### config.mk
export PLATFORM = sky130hd
export DESIGN_NAME = branch_resolve
export DESIGN_NICKNAME = d
export VERILOG_FILES = /design/src/rtl/riscv_pkg.sv /design/src/rtl/branch_cmp.sv /design/src/rtl/branch_resolve.sv
export SDC_FILE = /design/constraint.sdc
export NUM_CORES = 1
export LEC_CHECK = 0
export ABC_AREA = 1
export CORE_ASPECT_RATIO = 1.2
export CORE_MARGIN = 8
export CORE_UTILIZATION = 48
export CTS_BUF_LIST = sky130_fd_sc_hd__clkbuf_16
export DETAILED_ROUTE_END_ITERATION = 7
export GPL_TIMING_DRIVEN = 1
export PLACE_DENSITY = 0.79
export SYNTH_ARGS = -nofsm -noshare
export SYNTH_HDL_FRONTEND = slang
export SYNTH_SLANG_ARGS = --single-unit
export TNS_END_PERCENT = 20
### constraint.sdc
create_clock -name clk -period 3.3 [get_ports clk]
set_input_delay 0.495 -clock clk [delete_from_list [all_inputs] [get_ports clk]]
set_output_delay 0.495 -clock clk [all_outputs]
set_load 0.02 [all_outputs]
### src/rtl/riscv_pkg.sv
// rtl/riscv_pkg.sv - shared RV32 opcodes, branch funct3 codes, NOP and immediate extractors
package riscv_pkg;

  localparam logic [6:0] OP_JAL    = 7'b1101111;
  localparam logic [6:0] OP_JALR   = 7'b1100111;
  localparam logic [6:0] OP_BRANCH = 7'b1100011;

  localparam logic [31:0] NOP_INST = 32'h0000_0013;

  typedef enum logic [2:0] {
    F3_BEQ  = 3'b000,
    F3_BNE  = 3'b001,
    F3_RSV2 = 3'b010,
    F3_RSV3 = 3'b011,
    F3_BLT  = 3'b100,
    F3_BGE  = 3'b101,
    F3_BLTU = 3'b110,
    F3_BGEU = 3'b111
  } br_f3_e;

  // B-type immediate, 13 bits with bit0 = 0, sign-extended
  function automatic logic [31:0] imm_b(input logic [31:0] inst);
    return {{19{inst[31]}}, inst[31], inst[7], inst[30:25], inst[11:8], 1'b0};
  endfunction

  // J-type immediate, 21 bits with bit0 = 0, sign-extended
  function automatic logic [31:0] imm_j(input logic [31:0] inst);
    return {{11{inst[31]}}, inst[31], inst[19:12], inst[20], inst[30:21], 1'b0};
  endfunction

  // I-type immediate, 12 bits, sign-extended
  function automatic logic [31:0] imm_i(input logic [31:0] inst);
    return {{20{inst[31]}}, inst[31:20]};
  endfunction

endpackage

### src/rtl/branch_cmp.sv
// rtl/branch_cmp.sv - combinational branch condition evaluator for the BRANCH funct3 codes
module branch_cmp
  import riscv_pkg::*;
(
  input  logic [31:0] rs1_i,
  input  logic [31:0] rs2_i,
  input  logic [2:0]  funct3_i,
  output logic        taken_o,
  output logic        illegal_o
);

  // Evaluate the condition selected by funct3; reserved codes never take
  always_comb begin
    taken_o   = 1'b0;
    illegal_o = 1'b0;
    case (funct3_i)
      F3_BEQ:  taken_o = (rs1_i == rs2_i);
      F3_BNE:  taken_o = (rs1_i != rs2_i);
      F3_BLT:  taken_o = ($signed(rs1_i) <  $signed(rs2_i));
      F3_BGE:  taken_o = ($signed(rs1_i) >= $signed(rs2_i));
      F3_BLTU: taken_o = (rs1_i <  rs2_i);
      F3_BGEU: taken_o = (rs1_i >= rs2_i);
      default: illegal_o = 1'b1;
    endcase
  end

endmodule

### src/rtl/branch_resolve.sv
// rtl/branch_resolve.sv - X-stage JAL/JALR/BRANCH resolver and fetch redirect source; option BRANCH_MISALIGN_TRAP_EN
module branch_resolve
  import riscv_pkg::*;
#(
  parameter int          CNT_W    = 16,
  parameter logic [31:0] RESET_PC = 32'h0000_0000
) (
  input  logic             clk,
  input  logic             reset_n,
  input  logic             inst_v_i,
  input  logic [31:0]      pc_i,
  input  logic [31:0]      inst_i,
  input  logic [31:0]      rs1_x,
  input  logic [31:0]      rs2_x,
  output logic             inst_v_x,
  output logic             pc_v_x,
  output logic [31:0]      pc_x,
  output logic             link_v_x,
  output logic [31:0]      link_x,
  output logic             illegal_x,
`ifdef BRANCH_MISALIGN_TRAP_EN
  output logic             trap_v_x,
  output logic [31:0]      trap_tval_x,
`endif
  output logic [CNT_W-1:0] taken_cnt
);

  logic             inst_v_q, inst_v_d;
  logic [31:0]      pc_q, pc_d;
  logic [31:0]      inst_q, inst_d;
  logic [CNT_W-1:0] taken_cnt_q, taken_cnt_d;

  logic [6:0]  opcode;
  logic [2:0]  funct3;
  logic        br_taken, br_illegal;
  logic        is_jal, is_jalr, is_br;
  logic        want_redirect, kill;
  logic [31:0] target;

  assign opcode = inst_q[6:0];
  assign funct3 = inst_q[14:12];

  branch_cmp u_cmp (
    .rs1_i     (rs1_x),
    .rs2_i     (rs2_x),
    .funct3_i  (funct3),
    .taken_o   (br_taken),
    .illegal_o (br_illegal)
  );

  // Decode the X instruction, pick the target and form redirect/link/illegal
  always_comb begin
    is_jal        = (opcode == OP_JAL);
    is_jalr       = (opcode == OP_JALR) && (funct3 == 3'b000);
    is_br         = (opcode == OP_BRANCH);
    target        = 32'h0;
    if (is_jal) begin
      target = pc_q + imm_j(inst_q);
    end else if (is_jalr) begin
      target = (rs1_x + imm_i(inst_q)) & 32'hFFFF_FFFE;
    end else if (is_br) begin
      target = pc_q + imm_b(inst_q);
    end
    want_redirect = inst_v_q & (is_jal | is_jalr | (is_br & br_taken));
    // Any would-be redirect, trapped or not, kills the instruction behind it
    kill          = want_redirect;
`ifdef BRANCH_MISALIGN_TRAP_EN
    trap_v_x      = want_redirect & target[1];
    trap_tval_x   = trap_v_x ? target : 32'h0;
    pc_v_x        = want_redirect & ~target[1];
    link_v_x      = inst_v_q & (is_jal | is_jalr) & ~trap_v_x;
`else
    pc_v_x        = want_redirect;
    link_v_x      = inst_v_q & (is_jal | is_jalr);
`endif
    pc_x          = pc_v_x ? target : 32'h0;
    // Link is only meaningful for a live instruction; keep it quiet otherwise
    link_x        = inst_v_q ? (pc_q + 32'd4) : 32'h0;
    illegal_x     = inst_v_q & is_br & br_illegal;
    inst_v_x      = inst_v_q;
    taken_cnt     = taken_cnt_q;
  end

  // Next-state for the I->X pipeline register and the saturating redirect counter
  always_comb begin
    inst_v_d    = inst_v_i & ~kill;
    pc_d        = pc_i;
    inst_d      = inst_i;
    taken_cnt_d = taken_cnt_q;
    if (pc_v_x && (taken_cnt_q != {CNT_W{1'b1}})) begin
      taken_cnt_d = taken_cnt_q + CNT_W'(1);
    end
  end

  // X-stage state with asynchronous reset to a valid-less NOP at RESET_PC
  always_ff @(posedge clk or negedge reset_n) begin
    if (!reset_n) begin
      inst_v_q    <= 1'b0;
      pc_q        <= RESET_PC;
      inst_q      <= NOP_INST;
      taken_cnt_q <= '0;
    end else begin
      inst_v_q    <= inst_v_d;
      pc_q        <= pc_d;
      inst_q      <= inst_d;
      taken_cnt_q <= taken_cnt_d;
    end
  end

endmodule

* Word-level counts from Yosys, hierarchy flattened
Cells that the tools add are included.
** Cells by class
- Add/sub/neg operators :: 5
- Magnitude comparators :: 4
- Equal/unequal tests :: 11
- Multiplexer cells :: 7
- Bitwise gates (word level) :: 9
- Reduce and logical (&&, ||, !) cells :: 4
** Operator list (number)
- 2-to-1 mux 32 bit :: 5
- adder 32 bit :: 3
- greater-or-equal comparator 32 bit :: 2
- < comparator 32 bit :: 2
- adder 32 x 3 -> 32 bit, second input constant :: 1
- == test 32 bit :: 1
- inequality test 32 bit :: 1
- == test 7 bit, second input constant :: 3
- adder 16 x 1 -> 16 bit, second input constant :: 1
- inequality test 16 bit, second input constant :: 1
- == test 3 bit, second input constant :: 4
- bitwise AND 1 bit :: 6
- case mux 1 bit (6 select lines) :: 1
- OR reduction 6 bit :: 1
- == test 3 x 1 -> 1 bit, second input constant :: 1
- logical NOT 3 bit :: 1
- logical AND 1 bit :: 2
- bitwise OR 1 bit :: 2
- 2-to-1 mux 1 bit :: 1
- NOT 1 bit :: 1
** Storage, ports and cells
- Register bits after elaboration :: 81
- Bits of input ports :: 131
- Output and inout port bits :: 84
- Word-level logic and storage cells :: 44

* Logic depth before layout (Yosys ltp)
Gate-level depths: netlist (run 1).
- Word-level depth :: 7
- Mapped depth :: 23
- Gate-level depth less buffers :: 23

* By module
Synthesis (run 1) repeated with hierarchy kept, for this count alone.
** Unflattened totals
- Cell total of the unflattened synthesis :: 1768
- Area, all modules :: 10566.4 um^2
** By module, submodules not included
- branch_resolve :: times used 1, cells an instance 1595, area an instance 9546.7 um^2, sequential area each 2030.7 um^2
- branch_cmp :: times used 1, cells an instance 173, area an instance 1019.7 um^2, sequential area each 0.0 um^2

* Worst setup path before layout (run 1)
Ideal clock, no wire load.
- Path kind :: flip-flop to output port
- Start point :: register inst_q[31]
- End point :: output pc_x[27]
- Arrival time :: 2865 ps
- Required time :: 2805 ps
- Setup slack :: -60 ps
- Cell stages (with the launch flop) :: 13
- Path buffers :: 1
- Cells stage by stage :: dfrtp_1 -> ha_1 -> buf_2 -> nand2_1 -> nor4_1 -> o21ai_0 -> nand3_1 -> nand2_1 -> nand3_1 -> nand2_1 -> o21ai_0 -> a21oi_1 -> nor2_1
** Between the ends
- Word-level cells in the longest chain between the ends :: 5
- Elaborated cells between the ends (all ways) :: 7
- Classes of those cells :: add/sub (3); mux (4)
** Ends and longest elaborated chain
- start: declaration :: RTL line branch_resolve.sv:30 : logic [31:0] inst_q, inst_d;
- start signal: assignment :: RTL line branch_resolve.sv:105 : inst_q <= inst_d;
- adder 32 bit :: RTL line branch_resolve.sv:62 : target = pc_q + imm_b(inst_q);
- 2-to-1 mux 32 bit :: RTL line branch_resolve.sv:61 : end else if (is_br) begin
- 2-to-1 mux 32 bit :: RTL line branch_resolve.sv:59 : end else if (is_jalr) begin
- 2-to-1 mux 32 bit (*) :: RTL line branch_resolve.sv:57 : if (is_jal) begin
- 2-to-1 mux 32 bit (*) :: RTL line branch_resolve.sv:76 : pc_x = pc_v_x ? target : 32'h0;
- end: declaration :: RTL line branch_resolve.sv:17 : output logic [31:0] pc_x,
Mark *: on every way between the ends. The rest lies on a longest branch, timed or not.

* Final worst setup path (run 1)
- Start point :: register inst_q[31]
- End point :: output pc_x[24]
The elaborated chain is that of the path after synthesis.

==> summary.md, run 1 <==
| Metric | Value |
|---|---|
| Result of the run | complete, but fails checks |
| Violated checks | setup timing |
| Top cells by area in the synthesized netlist | sky130_fd_sc_hd__dfrtp_1 (20%), sky130_fd_sc_hd__ha_1 (14%), sky130_fd_sc_hd__nand2_1 (13%) |
| Power density cells | 257 mW/mm² |
| Die area | 0.0255 mm² |
| Final routed wire length divided by cell count | 21.0 µm |
| Syn avg cell area | between 6 and 7 µm² |
| Design area | 0.0170 mm² |
| Final HPWL DP | 36800 µm |
| Number of nets produced by synthesis | between 1500 and 2000 |
| Die Span X | 147 µm |
| Part of the Yosys area used for sequential elements | 0.205 |
| Worst Setup Slack, final | -270 ps |
| Post-route worst hold slack | 321 ps |
| Std-Cell Rows | 57 |
| Number of vias after detailed routing | 14200 |
| Warning count from the yosys run | 0 |
| Fraction of final layout cells sized beyond drive strength 1 | 0.375 |
| Type of the setup path with the least slack | reg -> out |
| Worst Clk Skew | 8.11 ps |
| TritonCTS clock tree | done |
| Area Growth Syn to Fin | 71.4% |
| H-tree lvl count | 3 |
| Quantity of I/O buffers inserted on ports | 214 |
| Vias in the first global route | 13800 |
| Required time of the critical path | between 2000 and 3000 ps |
| Endpoint arrival time on the critical path | between 3000 and 4000 ps |
| Number of max-slew violations in the final report | 0 |
| Post-synthesis cell area | 0.00990 mm² |
| Total cell area at the placement stage | 0.0149 mm² |
| Die boundary height | roughly 170 µm |
| Crit path time final | 3570 ps |
| Async set-or-reset flop fraction in the synthesized netlist | 1.00 |
| Number of flops mapped to enable cells by yosys | 0 |
| Number of inserted diodes | 0 |
| Largest area contributor in the netlist | sky130_fd_sc_hd__dfrtp_1 |
| Latest clock arrival within the worst-skew pair | around 350 ps |
| Fmax | 280 MHz |
| Net count reported at finish | 2385 |
| Critical path endpoint category | output pin |
| Setup repair after global routing missed its margin | yes |
| Worst-Margin Slew | 1030 ps |
| Starting DRC count in detailed routing | about 1200 |
| Leftover overflow at the end of global routing | 0 |
| Top cell type's share of synthesized area | 0.197 |
| Root cell of the clock tree | sky130_fd_sc_hd__clkbuf_16 |
| Wire length of the first global-routing pass | 71400 µm |
| I/O Pins | 215 |
| Unique masters post-synth | 56 |
| Drt via density | between 5 and 6 |
| Maximum number of pins on one net before global-route repair | 82 |
| Maximum buffer depth of the clock tree | 2 |
| Global routing usage summed across all routing layers | 0.347 |
| Setup violation total in the final timing report | 37 |
| Slew headroom | 0.311 |
| CTS sink cnt | 81 |
| Dominant synthesized flop cell | sky130_fd_sc_hd__dfrtp_1 |
| Peak supply drop | 0.305 mV |
| Type of the worst min-delay path | in -> async |
| Routed Antenna Nets | 0 |
| Final WL | 50600 µm |
| Maximum fanout along the worst path | 11 |
| Number of antenna violations at the first check in global routing | 0 |
| Max-cap violations | 0 |
| Instance count of the mapped netlist | 1557 |
| Number of synthesized register bits | 81 |
| CTS buffer count | 9 |
| Clock slew at reported path FFs | about 70 ps |
| Share of the clock period used by the worst path | 1.08 |
| Final hold violation count | 0 |
| Startpoint types | register |
| Router iterations before antenna repair | 6 |
| Leak Pwr | 0.00839 µW |
| Final routed DRC violation total | 0 |
| Weighted congestion reported at the end of routability-driven placement | 1.02 |
| Area inside the core boundary | 0.0203 mm² |
| Initial core utilization | 0.489 |
| Post-layout total power | 4360 µW |
[layout by cell type, fill, tap and decap left out, types with 14 or more instances in the layout]
cell / instances
sky130_fd_sc_hd__buf_4: 377
sky130_fd_sc_hd__nand2_2: 38
sky130_fd_sc_hd__a21oi_1: 119
sky130_fd_sc_hd__nand4_1: 31
sky130_fd_sc_hd__nor3_2: 14
sky130_fd_sc_hd__a21oi_2: 50
sky130_fd_sc_hd__o21ai_0: 72
sky130_fd_sc_hd__o21ai_1: 26
sky130_fd_sc_hd__dfrtp_1: 74
sky130_fd_sc_hd__nand3_1: 69
sky130_fd_sc_hd__clkdlybuf4s50_1: 100
sky130_fd_sc_hd__nand2_1: 305
sky130_fd_sc_hd__ha_4: 40
sky130_fd_sc_hd__a21o_1: 14
sky130_fd_sc_hd__ha_1: 61
sky130_fd_sc_hd__buf_6: 31
sky130_fd_sc_hd__inv_1: 169
sky130_fd_sc_hd__nand2_4: 19
sky130_fd_sc_hd__nor2_2: 19
sky130_fd_sc_hd__nand3_2: 19
sky130_fd_sc_hd__dlymetal6s2s_1: 32
sky130_fd_sc_hd__nor2_1: 149
sky130_fd_sc_hd__clkbuf_2: 29
sky130_fd_sc_hd__inv_2: 36
sky130_fd_sc_hd__nor3_1: 25
[report_power, final]
| group | leakage [µW] | switching, µW | internal (µW) | total [µW] |
|---|---|---|---|---|
| registers | 0.000964 | 52.4 | 1040 | 1090 |
| logic | 0.00729 | 1230 | 1060 | 2290 |
| clock network | 0.000142 | 458 | 518 | 976 |
| total | 0.00839 | 1740 | 2620 | 4360 |
[worst paths after layout]
path                                 to    startpoint  depth (start not counted)  slack [ps]
min                             pc_q[5]       reset_n                          1         320
max in group asynchronous    inst_q[31]       reset_n                          1        2250
max                            pc_x[24]    inst_q[31]                         14        -270
max reg2reg                taken_cnt[4]     inst_q[1]                         12         550
min reg2reg                taken_cnt[9]  taken_cnt[9]                          2         540
min in group clk           taken_cnt[9]  taken_cnt[9]                          2         540
[flip-flops by register name, indices dropped and copies added (netlist names)]
name and cells:
inst_q 32, pc_q 32, taken_cnt 16, inst_v_x 1
[timing repair]
item | 4_1_cts | 5_1_grt
gates cloned | 1 | 1
pin swaps | 42 | 79
hold buffers | 0 | 0
resized for setup | 357 | 387
setup buffers | 6 | 25
endpoints found under the setup margin | 49 | 49
[per-stage QoR]
stage / utilization / std cells / worst slack, ps / TNS [ps]
floorplan: - / 1557 / 211 / 0
global placement: 0.737 / 2365 / -698 / -20780
detailed placement: 0.737 / 2365 / -741 / -22820
CTS: 0.780 / 2388 / -334 / -5890
global route: 0.838 / 2414 / -370 / -9130
finish: 0.838 / 2414 / -270 / -6200
[layout make-up]
| cell class | count | area, µm² |
|---|---|---|
| repair buffers | 595 | 4990 |
| fillers | 1228 | 3280 |
| flip-flops and latches | 81 | 2040 |
| clock buffers | 9 | 225 |
| inverters | 205 | 769 |
| well taps | 265 | 332 |
| clock inverters | 7 | 52.6 |
| multi-input cells | 1252 | 8570 |
[kinds of logic after synthesis]
family,after synthesis,synth area share
simple gates,752,0.341
xor+xnor,25,0.0221
compound gates,364,0.203
flops,81,0.205
fa+ha+maj,110,0.141
buf+inv,225,0.0872
[routing by layer]
layer  routed length (µm)  track usage
met1                18300        0.392
met2                24700        0.609
met3                 4480       0.0577
met4                 3150        0.190
met5                    0            0
[cells in the mapped netlist (7+ instances only)]
library cell               count
sky130_fd_sc_hd__nand2_1     354
sky130_fd_sc_hd__inv_1       199
sky130_fd_sc_hd__a21oi_1     175
sky130_fd_sc_hd__nor2_1      174
sky130_fd_sc_hd__ha_1        107
sky130_fd_sc_hd__o21ai_0     102
sky130_fd_sc_hd__nand3_1      88
sky130_fd_sc_hd__dfrtp_1      78
sky130_fd_sc_hd__nor3_1       37
sky130_fd_sc_hd__nand4_1      31
sky130_fd_sc_hd__a21o_1       15
sky130_fd_sc_hd__xor2_1       15
sky130_fd_sc_hd__a31oi_1      14
sky130_fd_sc_hd__nor4_1       14
sky130_fd_sc_hd__or2_2        13
sky130_fd_sc_hd__clkbuf_1     11
sky130_fd_sc_hd__o211ai_1     11
sky130_fd_sc_hd__o21a_1       10
sky130_fd_sc_hd__xnor2_1      10
sky130_fd_sc_hd__o21ai_1       9
sky130_fd_sc_hd__o21bai_1      7
[worst max-delay path, cell delays in order (launching register included)]
cell	delay, ps
sky130_fd_sc_hd__dfrtp_2	460
sky130_fd_sc_hd__buf_8	180
sky130_fd_sc_hd__ha_1	320
sky130_fd_sc_hd__buf_4	140
sky130_fd_sc_hd__nand2_1	120
sky130_fd_sc_hd__buf_4	170
sky130_fd_sc_hd__nor2_1	160
sky130_fd_sc_hd__nand2_1	100
sky130_fd_sc_hd__inv_1	100
sky130_fd_sc_hd__nand3_1	220
sky130_fd_sc_hd__a31o_2	270
sky130_fd_sc_hd__nand3_1	100
sky130_fd_sc_hd__a21oi_2	80
sky130_fd_sc_hd__nor2_2	160
sky130_fd_sc_hd__buf_6	140
Note: power is estimated with default switching activity, not from simulation.
==> run 2, diff against run 1 <==
--- a/config.mk
+++ b/config.mk
@@ -12,7 +12,7 @@
 export CTS_BUF_LIST = sky130_fd_sc_hd__clkbuf_16
 export DETAILED_ROUTE_END_ITERATION = 7
 export GPL_TIMING_DRIVEN = 1
-export PLACE_DENSITY = 0.79
+export PLACE_DENSITY = 0.78
 export SYNTH_ARGS = -nofsm -noshare
 export SYNTH_HDL_FRONTEND = slang
 export SYNTH_SLANG_ARGS = --single-unit
==> run 2 against run 1 <==
  * The flow still finishes with violations (setup timing)
  * First-iteration DRC count is 21% lower
  * Largest cell class unchanged
  * Die area is the same
  * Design area down 1.4%
  * Clock power is 17% higher
  * Via count is 1.8% lower
  * Register-to-register slack better by 150 ps
==> summary.md, run 2 (same netlist as run 1, synthesis figures left out) <==
| Metric | Value |
|---|---|
| Final routed wire length divided by cell count | 19.8 µm (was 21.0 µm) |
| Startpoint types | register (unchanged) |
| Worst Setup Slack, final | -276 ps (was -270 ps) |
| Area inside the core boundary | 0.0203 mm² (unchanged) |
| Worst-path cell chain | buf_4, buf_4, ha_4, buf_6, nand2_2, nor3_1, nand4_1, nand3_2, buf_4, o21ai_0, a21oi_1, nor2_2, nor2_1, buf_4 (was buf_8, ha_1, buf_4, nand2_1, buf_4, nor2_1, nand2_1, inv_1, nand3_1, a31o_2, nand3_1, a21oi_2, nor2_2, buf_6) |
| Weighted congestion reported at the end of routability-driven placement | 0.986 (was 1.02) |
| Number of vias after detailed routing | 13900 (was 14200) |
| Clock slew at reported path FFs | 70 ps (about the same) |
| Starting DRC count in detailed routing | 954 (was 1213) |
| Design area | 0.0167 mm² (was 0.0170 mm²) |
| Post-layout total power | 4450 µW (was 4360 µW) |
| Type of the worst min-delay path | in -> async (unchanged) |
| Combined area of the multi-input logic cells | 0.00845 mm² (was 0.00857 mm²) |
| Post-route worst hold slack | 329 ps (was 321 ps) |
| Maximum number of pins on one net before global-route repair | 82 (unchanged) |
| Final HPWL DP | 36100 µm (was 36800 µm) |
| Final routed DRC violation total | 0 (unchanged) |
| CTS buffer count | 9 (unchanged) |
| Critical path endpoint category | output pin (unchanged) |
| I/O Pins | 215 (unchanged) |
| Number of antenna violations at the first check in global routing | 0 (unchanged) |
| Number of buffers and inverters on the critical path | 5 (unchanged) |
| Most numerous cell on the critical path | sky130_fd_sc_hd__buf_4 |
| Std-Cell Rows | 57 (unchanged) |
| Number of inserted diodes | 0 (unchanged) |
| Commonest non-fill, non-tap cells in the layout | sky130_fd_sc_hd__buf_4 (372), sky130_fd_sc_hd__nand2_1 (311), sky130_fd_sc_hd__inv_1 (170), sky130_fd_sc_hd__nor2_1 (140), sky130_fd_sc_hd__a21oi_1 (128) (was sky130_fd_sc_hd__buf_4 (377), sky130_fd_sc_hd__nand2_1 (305), sky130_fd_sc_hd__inv_1 (169), sky130_fd_sc_hd__nor2_1 (149), sky130_fd_sc_hd__a21oi_1 (119)) |
| Reported net switching power | 1690 µW (was 1740 µW) |
| Final hold violation count | 0 (unchanged) |
| Endpoint arrival time on the critical path | 3080 ps (was 3070 ps) |
| Combinational power share | 0.496 (was 0.526) |
| Wire length of the first global-routing pass | 72400 µm (was 71400 µm) |
| Leftover overflow at the end of global routing | 0 (unchanged) |
| Number of max-slew violations in the final report | 0 (unchanged) |
| Violated checks | setup timing (unchanged) |
| Type of the setup path with the least slack | reg -> out (unchanged) |
| Required time of the critical path | 2800 ps (about the same) |
| Fmax | 280 MHz (about the same) |
| Drt via density | 5.78 (was 5.87) |
| Initial core utilization | 0.489 (unchanged) |
| Worst-Margin Slew | 1030 ps (about the same) |
| Power density cells | 266 mW/mm² (was 257 mW/mm²) |
| TritonCTS clock tree | done (unchanged) |
| Quantity of hold-fixing buffers added after cts | 0 (unchanged) |
| Sequential share of power | 0.246 (was 0.251) |
| Slew headroom | 0.312 (was 0.311) |
| Kind of cell adding the most delay to the critical path | simple AND/OR/NAND/NOR gates (unchanged) |
| Biggest cell delay along the critical path | 480 ps (was 460 ps) |
| Share of the clock period used by the worst path | 1.08 (about the same) |
| Area Growth Syn to Fin | 68.9% (was 71.4%) |
| Setup repair after global routing missed its margin | yes (unchanged) |
| Latest clock arrival within the worst-skew pair | 350 ps (about the same) |
| Quantity of I/O buffers inserted on ports | 214 (unchanged) |
| Vias in the first global route | 14100 (was 13800) |
| Die area | 0.0255 mm² (unchanged) |
| Switching share of total power | 0.380 (was 0.399) |
| Area occupied by registers | 0.00204 mm² (about the same) |
| Root cell of the clock tree | sky130_fd_sc_hd__clkbuf_16 (unchanged) |
| H-tree lvl count | 3 (unchanged) |
| CTS sink cnt | 81 (unchanged) |
| Final WL | 47600 µm (was 50600 µm) |
| Worst Clk Skew | 8.97 ps (was 8.11 ps) |
| Net count reported at finish | 2377 (was 2385) |
| Clock network fraction of total power | 0.257 (was 0.224) |
| Maximum buffer depth of the clock tree | 2 (unchanged) |
| Internal Pwr Total | 2760 µW (was 2620 µW) |
| Setup violation total in the final timing report | 39 (was 37) |
| Peak supply drop | 0.369 mV (was 0.305 mV) |
| Router iterations before antenna repair | 6 (unchanged) |
| Result of the run | complete, but fails checks (unchanged) |
| Cell at the slowest stage of the critical path | sky130_fd_sc_hd__dfrtp_2 (unchanged) |
| Die Span X | 147 µm (unchanged) |
| Leak Pwr | 0.00800 µW (was 0.00839 µW) |
| Routed Antenna Nets | 0 (unchanged) |
| Global routing usage summed across all routing layers | 0.351 (was 0.347) |
| Total cell area at the placement stage | 0.0149 mm² (about the same) |
| Crit path time final | 3580 ps (was 3570 ps) |
| Leading cell type in the layout, fill and taps excluded | sky130_fd_sc_hd__buf_4 (unchanged) |
| Die boundary height | 173 µm (unchanged) |
| Max-cap violations | 0 (unchanged) |
| Maximum fanout along the worst path | 5 (was 11) |
| Number of filler cells placed in the layout | 1274 (was 1228) |
| Fraction of final layout cells sized beyond drive strength 1 | 0.363 (was 0.375) |
run 2: cell type report:
cell class | instances | share of cell area
flip-flops and latches | 81 | 0.122
multi-input cells | 1252 | 0.505
well taps | 265 | 0.0198
repair buffers | 587 | 0.288
inverters | 205 | 0.0460
clock buffers | 9 | 0.0135
clock inverters | 7 | 0.00651
run 2: worst reg2reg max path, stage by stage (launching register included):
cell,delay [ps]
sky130_fd_sc_hd__dfstp_2,530
sky130_fd_sc_hd__nand2_1,180
sky130_fd_sc_hd__nor3_1,290
sky130_fd_sc_hd__nand3_1,260
sky130_fd_sc_hd__a21oi_1,260
sky130_fd_sc_hd__buf_4,170
sky130_fd_sc_hd__inv_1,100
sky130_fd_sc_hd__nand2_4,120
sky130_fd_sc_hd__buf_4,150
sky130_fd_sc_hd__buf_4,210
sky130_fd_sc_hd__nand3_1,100
sky130_fd_sc_hd__nand2_1,70
sky130_fd_sc_hd__nand2_1,50
run 2: power groups by stage:
stage | registers, µW | clock network, µW | logic (µW)
detailed placement | 1110 | 0 | 1850
global placement | 1110 | 0 | 1820
CTS | 1090 | 1150 | 2000
global route | 1100 | 1180 | 2370
finish | 1100 | 1140 | 2210
floorplan | 1110 | 0 | 842
run 2: worst paths after layout:
kind                                   start           end  slack (ps)  cells past startpoint
worst min register to register  taken_cnt[4]  taken_cnt[4]         550                      2
worst max register to register     inst_q[1]  taken_cnt[4]         700                     12
worst max-delay path              inst_q[31]      pc_x[21]        -280                     14
worst min-delay path                 reset_n       pc_q[8]         330                      1
min in group clk                   inst_i[0]     inst_q[0]         550                      1
max in group asynchronous            reset_n    inst_q[31]        2260                      1
run 2: timing repair:
item / 4_1_cts / 5_1_grt
gates cloned: 3 / 0
gates resized for setup: 499 / 185
setup endpoints to repair: 51 / 47
pin swaps: 76 / 47
buffers inserted: 14 / 11
run 2: per-stage QoR:
stage,std cells,setup WS (ps),util,setup TNS [ps]
floorplan,1557,211,-,0
global placement,2363,-920,0.736,-29770
detailed placement,2363,-953,0.736,-31670
CTS,2395,-264,0.797,-2580
global route,2406,-356,0.826,-8950
finish,2406,-276,0.826,-3840
run 2: per-layer routing:
metal  track usage  share of wire  up-vias
met3        0.0504          0.078      213
met2         0.628           0.49      738
met5             0              0        -
li1              -              -     6438
met1         0.392           0.37     6514
met4         0.185          0.064        0
